==> src/rtl/sprite_compositor.sv <==
// Multi-sprite VGA pixel engine: fetches sprite and background pixels from one image SRAM,
// chroma-keys the highest-priority sprite over the background and animates sprite motion per frame.
module sprite_compositor #(
    parameter int          NUM_SPR    = 3,
    parameter int          ADDR_W     = 18,
    parameter int          VBUF_W     = 320,
    parameter int          VBUF_H     = 240,
    parameter int          SCALE_SH   = 1,
    parameter int          SPR_W      = 64,
    parameter int          SPR_H      = 32,
    parameter int          SPR_FRAMES = 2,
    parameter int          SPR_Y0     = 64,
    parameter int          SPR_DY     = 48,
    parameter logic [11:0] KEY_COLOR  = 12'h0F0,
    parameter int          ANIM_DIV   = 8,
    parameter int          BOUNCE     = 0
) (
    input  logic               clk,
    input  logic               reset_n,
    input  logic               pixel_tick,
    input  logic               video_on,
    input  logic [9:0]         pixel_x,
    input  logic [9:0]         pixel_y,
    input  logic               frame_tick,
    input  logic               pause,
    input  logic [NUM_SPR-1:0] spr_en,
    output logic [ADDR_W-1:0]  sram_addr,
    input  logic [11:0]        sram_data,
    output logic [11:0]        rgb,
    output logic               overrun
);
    // Address arithmetic runs at full address width so no partial sum is truncated.
    localparam int CW     = (ADDR_W > 12) ? ADDR_W : 12;
    localparam int POS_W  = $clog2(VBUF_W + SPR_W + NUM_SPR + 1);
    localparam int ANIM_W = (SPR_FRAMES > 1) ? $clog2(SPR_FRAMES) : 1;
    localparam int DIV_W  = (ANIM_DIV > 1) ? $clog2(ANIM_DIV) : 1;

    localparam logic [CW-1:0] VBUF_W_C  = CW'(VBUF_W);
    localparam logic [CW-1:0] SPR_W_C   = CW'(SPR_W);
    localparam logic [CW-1:0] SPR_H_C   = CW'(SPR_H);
    localparam logic [CW-1:0] BG_SIZE_C = CW'(VBUF_W * VBUF_H);
    localparam logic [CW-1:0] MAX_POS_C = CW'(VBUF_W + SPR_W);
    localparam logic [CW-1:0] ONE_C     = CW'(1);

    typedef enum logic [2:0] {
        ST_IDLE,
        ST_SPR,
        ST_BG,
        ST_CAP1,
        ST_CAP2
    } state_t;

    state_t state_reg, state_next;

    logic              latch_en, issue_spr, issue_bg, cap_spr, cap_bg;
    logic [CW-1:0]     bx_w, by_w, baddr, anim_c, saddr_sel;
    logic [NUM_SPR-1:0] hit;
    logic [CW-1:0]     saddr_spr [NUM_SPR];
    logic              hit_any;

    logic              hit_reg, von_reg;
    logic [CW-1:0]     saddr_reg, baddr_reg;
    logic [11:0]       spr_data_reg, nxt_reg;
    logic [ANIM_W-1:0] anim_reg;
    logic [DIV_W-1:0]  div_reg;

    logic              motion_en;

    assign bx_w      = CW'(pixel_x) >> SCALE_SH;
    assign by_w      = CW'(pixel_y) >> SCALE_SH;
    assign baddr     = by_w * VBUF_W_C + bx_w;
    assign anim_c    = CW'(anim_reg);
    assign motion_en = frame_tick && !pause;

    genvar gi;
    generate
        for (gi = 0; gi < NUM_SPR; gi++) begin : g_spr
            localparam logic [CW-1:0] RY_C   = CW'(SPR_Y0 + gi * SPR_DY);
            localparam logic [CW-1:0] STEP_C = CW'(gi + 1);
            localparam logic [CW-1:0] BASE_C = CW'(gi * SPR_FRAMES);

            logic [POS_W-1:0] pos_reg;
            logic             dir_reg;   // 1 = moving left
            logic [CW-1:0]    pos_c, pos_next, col;
            logic             dir_next;

            assign pos_c   = CW'(pos_reg);
            // pos is the right edge, so the sprite covers bx in [pos-SPR_W, pos-1].
            assign hit[gi] = spr_en[gi] && (by_w >= RY_C) && (by_w < RY_C + SPR_H_C)
                             && (bx_w < pos_c) && (bx_w + SPR_W_C >= pos_c);
            assign col     = (BOUNCE != 0 && dir_reg) ? pos_c - ONE_C - bx_w
                                                      : bx_w + SPR_W_C - pos_c;
            assign saddr_spr[gi] = BG_SIZE_C
                                 + ((BASE_C + anim_c) * SPR_H_C + (by_w - RY_C)) * SPR_W_C + col;

            always_comb begin
                pos_next = pos_c;
                dir_next = dir_reg;
                if (BOUNCE == 0) begin
                    pos_next = (pos_c + STEP_C > MAX_POS_C) ? '0 : pos_c + STEP_C;
                end else if (!dir_reg) begin
                    if (pos_c + STEP_C >= VBUF_W_C) begin
                        pos_next = VBUF_W_C;
                        dir_next = 1'b1;
                    end else begin
                        pos_next = pos_c + STEP_C;
                    end
                end else begin
                    if (pos_c <= SPR_W_C + STEP_C) begin
                        pos_next = SPR_W_C;
                        dir_next = 1'b0;
                    end else begin
                        pos_next = pos_c - STEP_C;
                    end
                end
            end

            always_ff @(posedge clk) begin
                if (!reset_n) begin
                    pos_reg <= POS_W'(gi * SPR_W);
                    dir_reg <= 1'b0;
                end else if (motion_en) begin
                    pos_reg <= pos_next[POS_W-1:0];
                    dir_reg <= dir_next;
                end
            end
        end
    endgenerate

    // Walk from lowest priority upward so the lowest-index hit wins.
    always_comb begin
        hit_any   = 1'b0;
        saddr_sel = '0;
        for (int i = NUM_SPR - 1; i >= 0; i--) begin
            if (hit[i]) begin
                hit_any   = 1'b1;
                saddr_sel = saddr_spr[i];
            end
        end
    end

    always_ff @(posedge clk) begin
        if (!reset_n) begin
            anim_reg <= '0;
            div_reg  <= '0;
        end else if (motion_en) begin
            if (div_reg == DIV_W'(ANIM_DIV - 1)) begin
                div_reg  <= '0;
                anim_reg <= (anim_reg == ANIM_W'(SPR_FRAMES - 1)) ? '0 : anim_reg + 1'b1;
            end else begin
                div_reg <= div_reg + 1'b1;
            end
        end
    end

    always_ff @(posedge clk) begin
        if (!reset_n) state_reg <= ST_IDLE;
        else          state_reg <= state_next;
    end

    always_comb begin
        state_next = state_reg;
        case (state_reg)
            ST_IDLE: if (pixel_tick) state_next = ST_SPR;
            ST_SPR:  state_next = ST_BG;
            ST_BG:   state_next = ST_CAP1;
            ST_CAP1: state_next = ST_CAP2;
            ST_CAP2: state_next = ST_IDLE;
            default: state_next = ST_IDLE;
        endcase
    end

    always_comb begin
        latch_en  = (state_reg == ST_IDLE) && pixel_tick;
        issue_spr = (state_reg == ST_SPR);
        issue_bg  = (state_reg == ST_BG);
        cap_spr   = (state_reg == ST_CAP1);
        cap_bg    = (state_reg == ST_CAP2);
    end

    // Everything about the pixel is frozen in IDLE, so motion updates never disturb a fetch.
    always_ff @(posedge clk) begin
        if (!reset_n) begin
            rgb          <= '0;
            sram_addr    <= '0;
            overrun      <= 1'b0;
            hit_reg      <= 1'b0;
            von_reg      <= 1'b0;
            saddr_reg    <= '0;
            baddr_reg    <= '0;
            spr_data_reg <= '0;
            nxt_reg      <= '0;
        end else begin
            if (latch_en) begin
                rgb       <= nxt_reg;
                hit_reg   <= hit_any;
                von_reg   <= video_on;
                saddr_reg <= saddr_sel;
                baddr_reg <= baddr;
            end
            if (pixel_tick && state_reg != ST_IDLE) overrun <= 1'b1;
            if (issue_spr) sram_addr <= hit_reg ? saddr_reg[ADDR_W-1:0] : baddr_reg[ADDR_W-1:0];
            if (issue_bg)  sram_addr <= baddr_reg[ADDR_W-1:0];
            if (cap_spr)   spr_data_reg <= sram_data;
            if (cap_bg) begin
                if (!von_reg)                                 nxt_reg <= '0;
                else if (hit_reg && spr_data_reg != KEY_COLOR) nxt_reg <= spr_data_reg;
                else                                          nxt_reg <= sram_data;
            end
        end
    end

endmodule

==> config.mk <==
export PLATFORM = sky130hd
export DESIGN_NAME = sprite_compositor
export DESIGN_NICKNAME = d
export VERILOG_FILES = /design/src/rtl/sprite_compositor.sv
export SDC_FILE = /design/constraint.sdc
export NUM_CORES = 1
export LEC_CHECK = 0
export ABC_AREA = 0
export CAP_MARGIN = 40
export CORE_MARGIN = 2
export CORE_UTILIZATION = 50
export DETAILED_ROUTE_END_ITERATION = 8
export PLACE_DENSITY_LB_ADDON = 0.2
export SLEW_MARGIN = 20
export SYNTH_ARGS = -nofsm -noshare
export SYNTH_HDL_FRONTEND = slang
export SYNTH_SLANG_ARGS = --single-unit
==> constraint.sdc <==
create_clock -name clk -period 7.9 [get_ports clk]
set_input_delay 0.79 -clock clk [delete_from_list [all_inputs] [get_ports clk]]
set_output_delay 0.79 -clock clk [all_outputs]
set_load 0.02 [all_outputs]
# ---- Yosys cells after proc, flatten, opt, wreduce, memory -nomap -nowiden
# Index checks and enable logic that the tools add are counted.
dict set report classes {
  add_sub_neg 24
  n_mul 1
  n_div 0
  magnitude_cmp 15
  n_eq_ne 7
  n_shift 0
  mux 18
  bitwise_logic 0
  n_reduce_logical 21
}
# cell count
set op_table {}
lappend op_table {{18-bit two-way mux} 6}
lappend op_table {{17-bit by 18-bit adder with 18-bit output, first input constant} 3}
lappend op_table {{18-bit adder} 3}
lappend op_table {{18-bit by 9-bit >= comparator with 1-bit output} 3}
lappend op_table {{18-bit by 9-bit subtractor with 18-bit output} 2}
lappend op_table {{10-bit by 9-bit greater-than comparator with 1-bit output, second input constant} 3}
lappend op_table {{9-bit < comparator} 3}
lappend op_table {{9-bit two-way mux} 3}
lappend op_table {{12-bit two-way mux} 2}
lappend op_table {{9-bit by 2-bit adder with 10-bit output, second input constant} 2}
lappend op_table {{9-bit by 7-bit subtractor with 10-bit output, second input constant} 2}
lappend op_table {{18-bit by 9-bit adder with 18-bit output} 1}
lappend op_table {{9-bit by 7-bit >= comparator with 1-bit output, second input constant} 2}
lappend op_table {{9-bit by 8-bit < comparator with 1-bit output, second input constant} 2}
lappend op_table {{1-bit logical AND} 16}
lappend op_table {{9-bit by 3-bit multiplier with 12-bit output, second input constant} 1}
lappend op_table {{12-bit by 8-bit != test with 1-bit output, second input constant} 1}
lappend op_table {{3-bit one-hot mux with 4 select lines} 1}
lappend op_table {{10-bit by 10-bit adder with 11-bit output} 1}
lappend op_table {{7-bit by 10-bit adder with 11-bit output} 1}
lappend op_table {{9-bit by 10-bit adder with 11-bit output} 1}
lappend op_table {{10-bit by 9-bit subtractor with 11-bit output} 1}
lappend op_table {{9-bit by 1-bit adder with 10-bit output, second input constant} 1}
lappend op_table {{9-bit by 7-bit adder with 10-bit output, second input constant} 1}
lappend op_table {{other kinds (18)} 24}
dict set report word_totals {
  reg_bits 127
  latchBits 0
  ram_bits 0
  rom_bits 0
  word_cells 101
  mem_count 0
}

# ---- Longest topological paths before layout
dict set report depth {
  word_depth 8
  mapped_depth 20
  mapped_depth_nobuf 20
}

# ---- Worst setup path after synthesis
# OpenSTA, ideal clock, no wires.
dict set report synth_path {
  kind {input -> register}
  from {input port pixel_x[7]}
  to {register saddr_reg[16]}
  setup_ps 135
  t_arrival_ps 4431
  slack_ps 3333
  path_stages 16
  path_buffers 0
  cell_sequence {ha_1 xor2_1 ha_1 o32ai_1 inv_1 ha_1 inv_1 ha_1 nand3_1 o211ai_1 o41ai_1 o21bai_1 a21oi_1 xnor2_1 a221oi_1 a211oi_1}
}
dict set report synth_between {
  elab_chain_len 6
}
# element line
set synth_lines {}
lappend synth_lines {{start, declared} 22} ;# input logic [9:0] pixel_x,
lappend synth_lines {{9-bit by 7-bit adder with 10-bit output / 9-bit < comparator (equally long branches)} {90, 92}}
lappend synth_lines {{10-bit by 9-bit subtractor with 11-bit output (tied with other cells)} 92} ;# : bx_w + SPR_W_C - pos_c;
lappend synth_lines {{18-bit adder / 1-bit logical AND (equally long branches)} {94, 90}}
lappend synth_lines {{18-bit two-way mux (2 in series)} 135} ;# if (hit[i]) begin
lappend synth_lines {{18-bit two-way mux *} 135}
lappend synth_lines {{end signal, assigned} 198} ;# saddr_reg <= saddr_sel;
lappend synth_lines {{end, declared} 62} ;# logic [CW-1:0] saddr_reg, baddr_reg;
# Every way passes the cells marked *; elsewhere a longest branch is shown, timed or not.
# A chain may end at the register's enable or synchronous reset.

# ---- Worst setup path in the final report
# Same ends and word-level chain as after synthesis.

==> run summary <==
Final Hold Fails = 0
YS warnings = 0
HPWL Detailed = 20,180 µm
Starting Density = 50.87%
drt first pass iters = 5
met2 WL post-DR = 12,130 µm
worst min-delay path class = register to register
Via density = 5.632
Max Cap Viol = 0
via count = 9,237
reg-to-reg startpoint = g_spr[2].pos_reg[1]
I/O Buffers = 69
Slew Limit Fails = 0
gpl congestion = 0.9167
placed instance area = 0.01121 mm²
Worst Path Max Fanout = 9
GRT Total Usage = 24.80%
filler instances = 1,890
Worst Setup End Kind = register
Mapped Avg Cell Area = 7.863 µm²
CP Cell Sequence = clkdlybuf4s50_1, ha_1, xor2_1, ha_1, o32ai_1, buf_4, inv_1, ha_1, inv_1, ha_1, nand3_1, o211ai_1, o41ai_1, o21bai_1, a21oi_1, xnor2_1, a221oi_1, a211oi_1
crit path kind = input port to register
syn_nets = 1,498
CTS tree = yes
Seq/Total Area, Yosys = 24.58%
largest area contributor in the netlist = dfxtp_1
Clk Tree Root Cell = clkbuf_16
crit path max-delay cell type = clkdlybuf4s50_1
cts repair resizes = 0
status = finished clean
number of enable flip-flop cells after synthesis = 0
I/O pins = 72
count of final setup violators = 0
highest routed metal layer = met4
first-pass GRT wire length = 43,450 µm
post-synth cell types = 76
antenna violations before repair = 0
post-route cell area = 0.01183 mm²
Reg2Reg Capture Point = saddr_reg[17]
clock insertion delay at the later pin of the skew report = 0.43 ns
CP most frequent cell = ha_1
Period minus WS final = 5.231 ns
H-tree Lvls = 4
hold-critical path depth = 2
Worst Hold End = rgb[4]
max FFs per register = 26
PwrDens = 185.7 mW/mm²
Die Y = 147.3 µm
Chip Width = 147.3 µm
Ant. Diodes = 0
headroom to the max-slew limit = 48.63%
Tcrit/Tclk final = 66.21%
Hold Slack = 0.4456 ns
worst reg2reg setup slack = 3.26 ns
Synth Flop Type = dfxtp_1
FF+latch count, synth = 126
Metal-1 WL = 12,620 µm
critical path arrival = 5.53 ns
Post-Syn Area = 0.01026 mm²
Setup Buffers After CTS = 0
Multi-input gate area = 0.007129 mm²
Layout area overhead = 15.27%
Reg2Reg Depth = 19
RSZ-0062 raised after global routing = no
die area = 0.02168 mm²
Nets = 1,550
WL final = 26,370 µm
Rows = 52
VDD IR max = 0.0001510 V
Worst Tran Pin Value = 0.7681 ns
Fmax = 191.2 MHz
register area = 0.002522 mm²
Design Power = 2196 µW
Synth Instances = 1,305
CTS Buf Count = 17
top post-synthesis cells by area = dfxtp_1 25%, ha_1 16%, a21oi_1 6.1%
core area = 0.02017 mm²
async set-reset flop share out of synthesis = 0%
Worst Path Required = 8.19 ns
Hold Buf Count CTS = 0
share of cells above drive strength 1 = 4.818%
crit-path max cell delay = 0.80 ns
beginning of the worst hold path = nxt_reg[4]
Final ANT Viol Nets = 0
met3 wire len = 1131 µm
clock skew = 0.01360 ns
vias in the first global route = 8,734
largest net degree at the start of global routing = 61
Pleak = 0.004849 µW
GR Overflow Total = 0
Critical Path Start Type = input port
share of the synthesized area in the top cell type = 24.58%
setup_tns = 0 ns
clock sink total = 126
post-DR wirelength/cell = 16.08 µm
CTS Buffer Depth = 2
CP bufs+invs = 4
DR iter-0 viols = 573
drc violations = 0
crit-path leading delay family = compound AO/OA/AOI/OAI gates
Worst-path clk slew = 0.07 ns
-- routing by layer --
layer | vias to the layer above | global-route usage (%)
met1 | 4324 | 33.51
met3 | 29 | 4.286
met2 | 202 | 40.89
li1 | 4682 | -
met5 | - | 0
met4 | 0 | 6.971
-- kinds of logic (layout without fill, tap and decap cells) --
kind of cell               count (synthesis)  after routing  share of synthesized area [%]
xor gates and xnor gates                  76             76                          6.487
DFF                                      126            126                          24.58
adders and majority gates                152            152                          20.14
buffers and inverters                    159            224                          5.950
and+or+nand+nor                          420            420                          18.89
other                                      2              2                        0.07319
muxes                                     32             32                          3.134
AOI/OAI and AO/OA                        338            338                          20.74
-- worst register-to-register path, delay by kind of cell (launching register included) --
family / cells / cell delay (ns)
AOI/OAI and AO/OA: 9 / 1.84
xor gates and xnor gates: 2 / 0.29
adders and majority gates: 4 / 1.26
buffers and inverters: 1 / 0.16
DFF: 1 / 0.41
and+or+nand+nor: 3 / 0.63
-- how the worst max path moves through the flow --
stage | start | end | cells past startpoint
after global routing | pixel_x[7] | saddr_reg[16] | 18
after CTS | pixel_x[7] | saddr_reg[16] | 18
final | pixel_x[7] | saddr_reg[16] | 18
after floorplan | pixel_x[7] | saddr_reg[16] | 16
after global placement | pixel_x[7] | saddr_reg[16] | 18
after detailed placement | pixel_x[7] | saddr_reg[16] | 18
-- where the power goes --
group | internal (µW) | switching [µW]
sequential | 665 | 21.4
combinational | 294 | 400
clock | 485 | 330
-- synth_stat cells (24+ instances only) --
cell,instances
nand2_1,161
ha_1,130
dfxtp_1,126
a21oi_1,125
inv_1,108
nor2_1,105
o21ai_0,77
xnor2_1,52
clkbuf_1,43
nand3_1,33
mux2i_1,31
nor3_1,26
xor2_1,24
-- final cells by class --
class	instances	area share (%)
clock buffers	18	3.713
well taps	270	2.856
flip-flops and latches	126	21.33
repair buffers	83	6.940
clock inverters	14	1.428
multi-input cells	1020	60.28
inverters	109	3.459
-- layout by cell type (no fill, tap or decap), types with 5 or more instances in the layout --
| master | count |
|---|---|
| a211oi_1 | 17 |
| a21o_1 | 8 |
| a21oi_1 | 125 |
| a221oi_1 | 6 |
| a31oi_1 | 10 |
| and2_1 | 7 |
| and3_1 | 11 |
| buf_4 | 11 |
| clkbuf_16 | 17 |
| clkdlybuf4s50_1 | 69 |
| dfxtp_1 | 126 |
| fa_1 | 22 |
| ha_1 | 130 |
| inv_1 | 107 |
| inv_6 | 6 |
| mux2i_1 | 31 |
| nand2_1 | 161 |
| nand2b_1 | 11 |
| nand3_1 | 33 |
| nand4_1 | 9 |
| nor2_1 | 105 |
| nor2b_1 | 13 |
| nor3_1 | 26 |
| nor3b_1 | 5 |
| nor4_1 | 5 |
| o211ai_1 | 11 |
| o21a_1 | 5 |
| o21ai_0 | 77 |
| o21bai_1 | 5 |
| o221ai_1 | 7 |
| o22ai_1 | 5 |
| o31a_1 | 5 |
| o31ai_1 | 9 |
| or2_2 | 7 |
| xnor2_1 | 52 |
| xor2_1 | 24 |
-- through the flow --
step	util, %	instances	setup WS [ns]
floorplan	-	1305	3.333
global placement	55.32	1603	2.397
detailed placement	55.59	1607	2.272
CTS	58.60	1639	2.706
global route	58.64	1640	2.354
finish	58.64	1640	2.669
No activity file was read; power rests on OpenSTA's default activity.
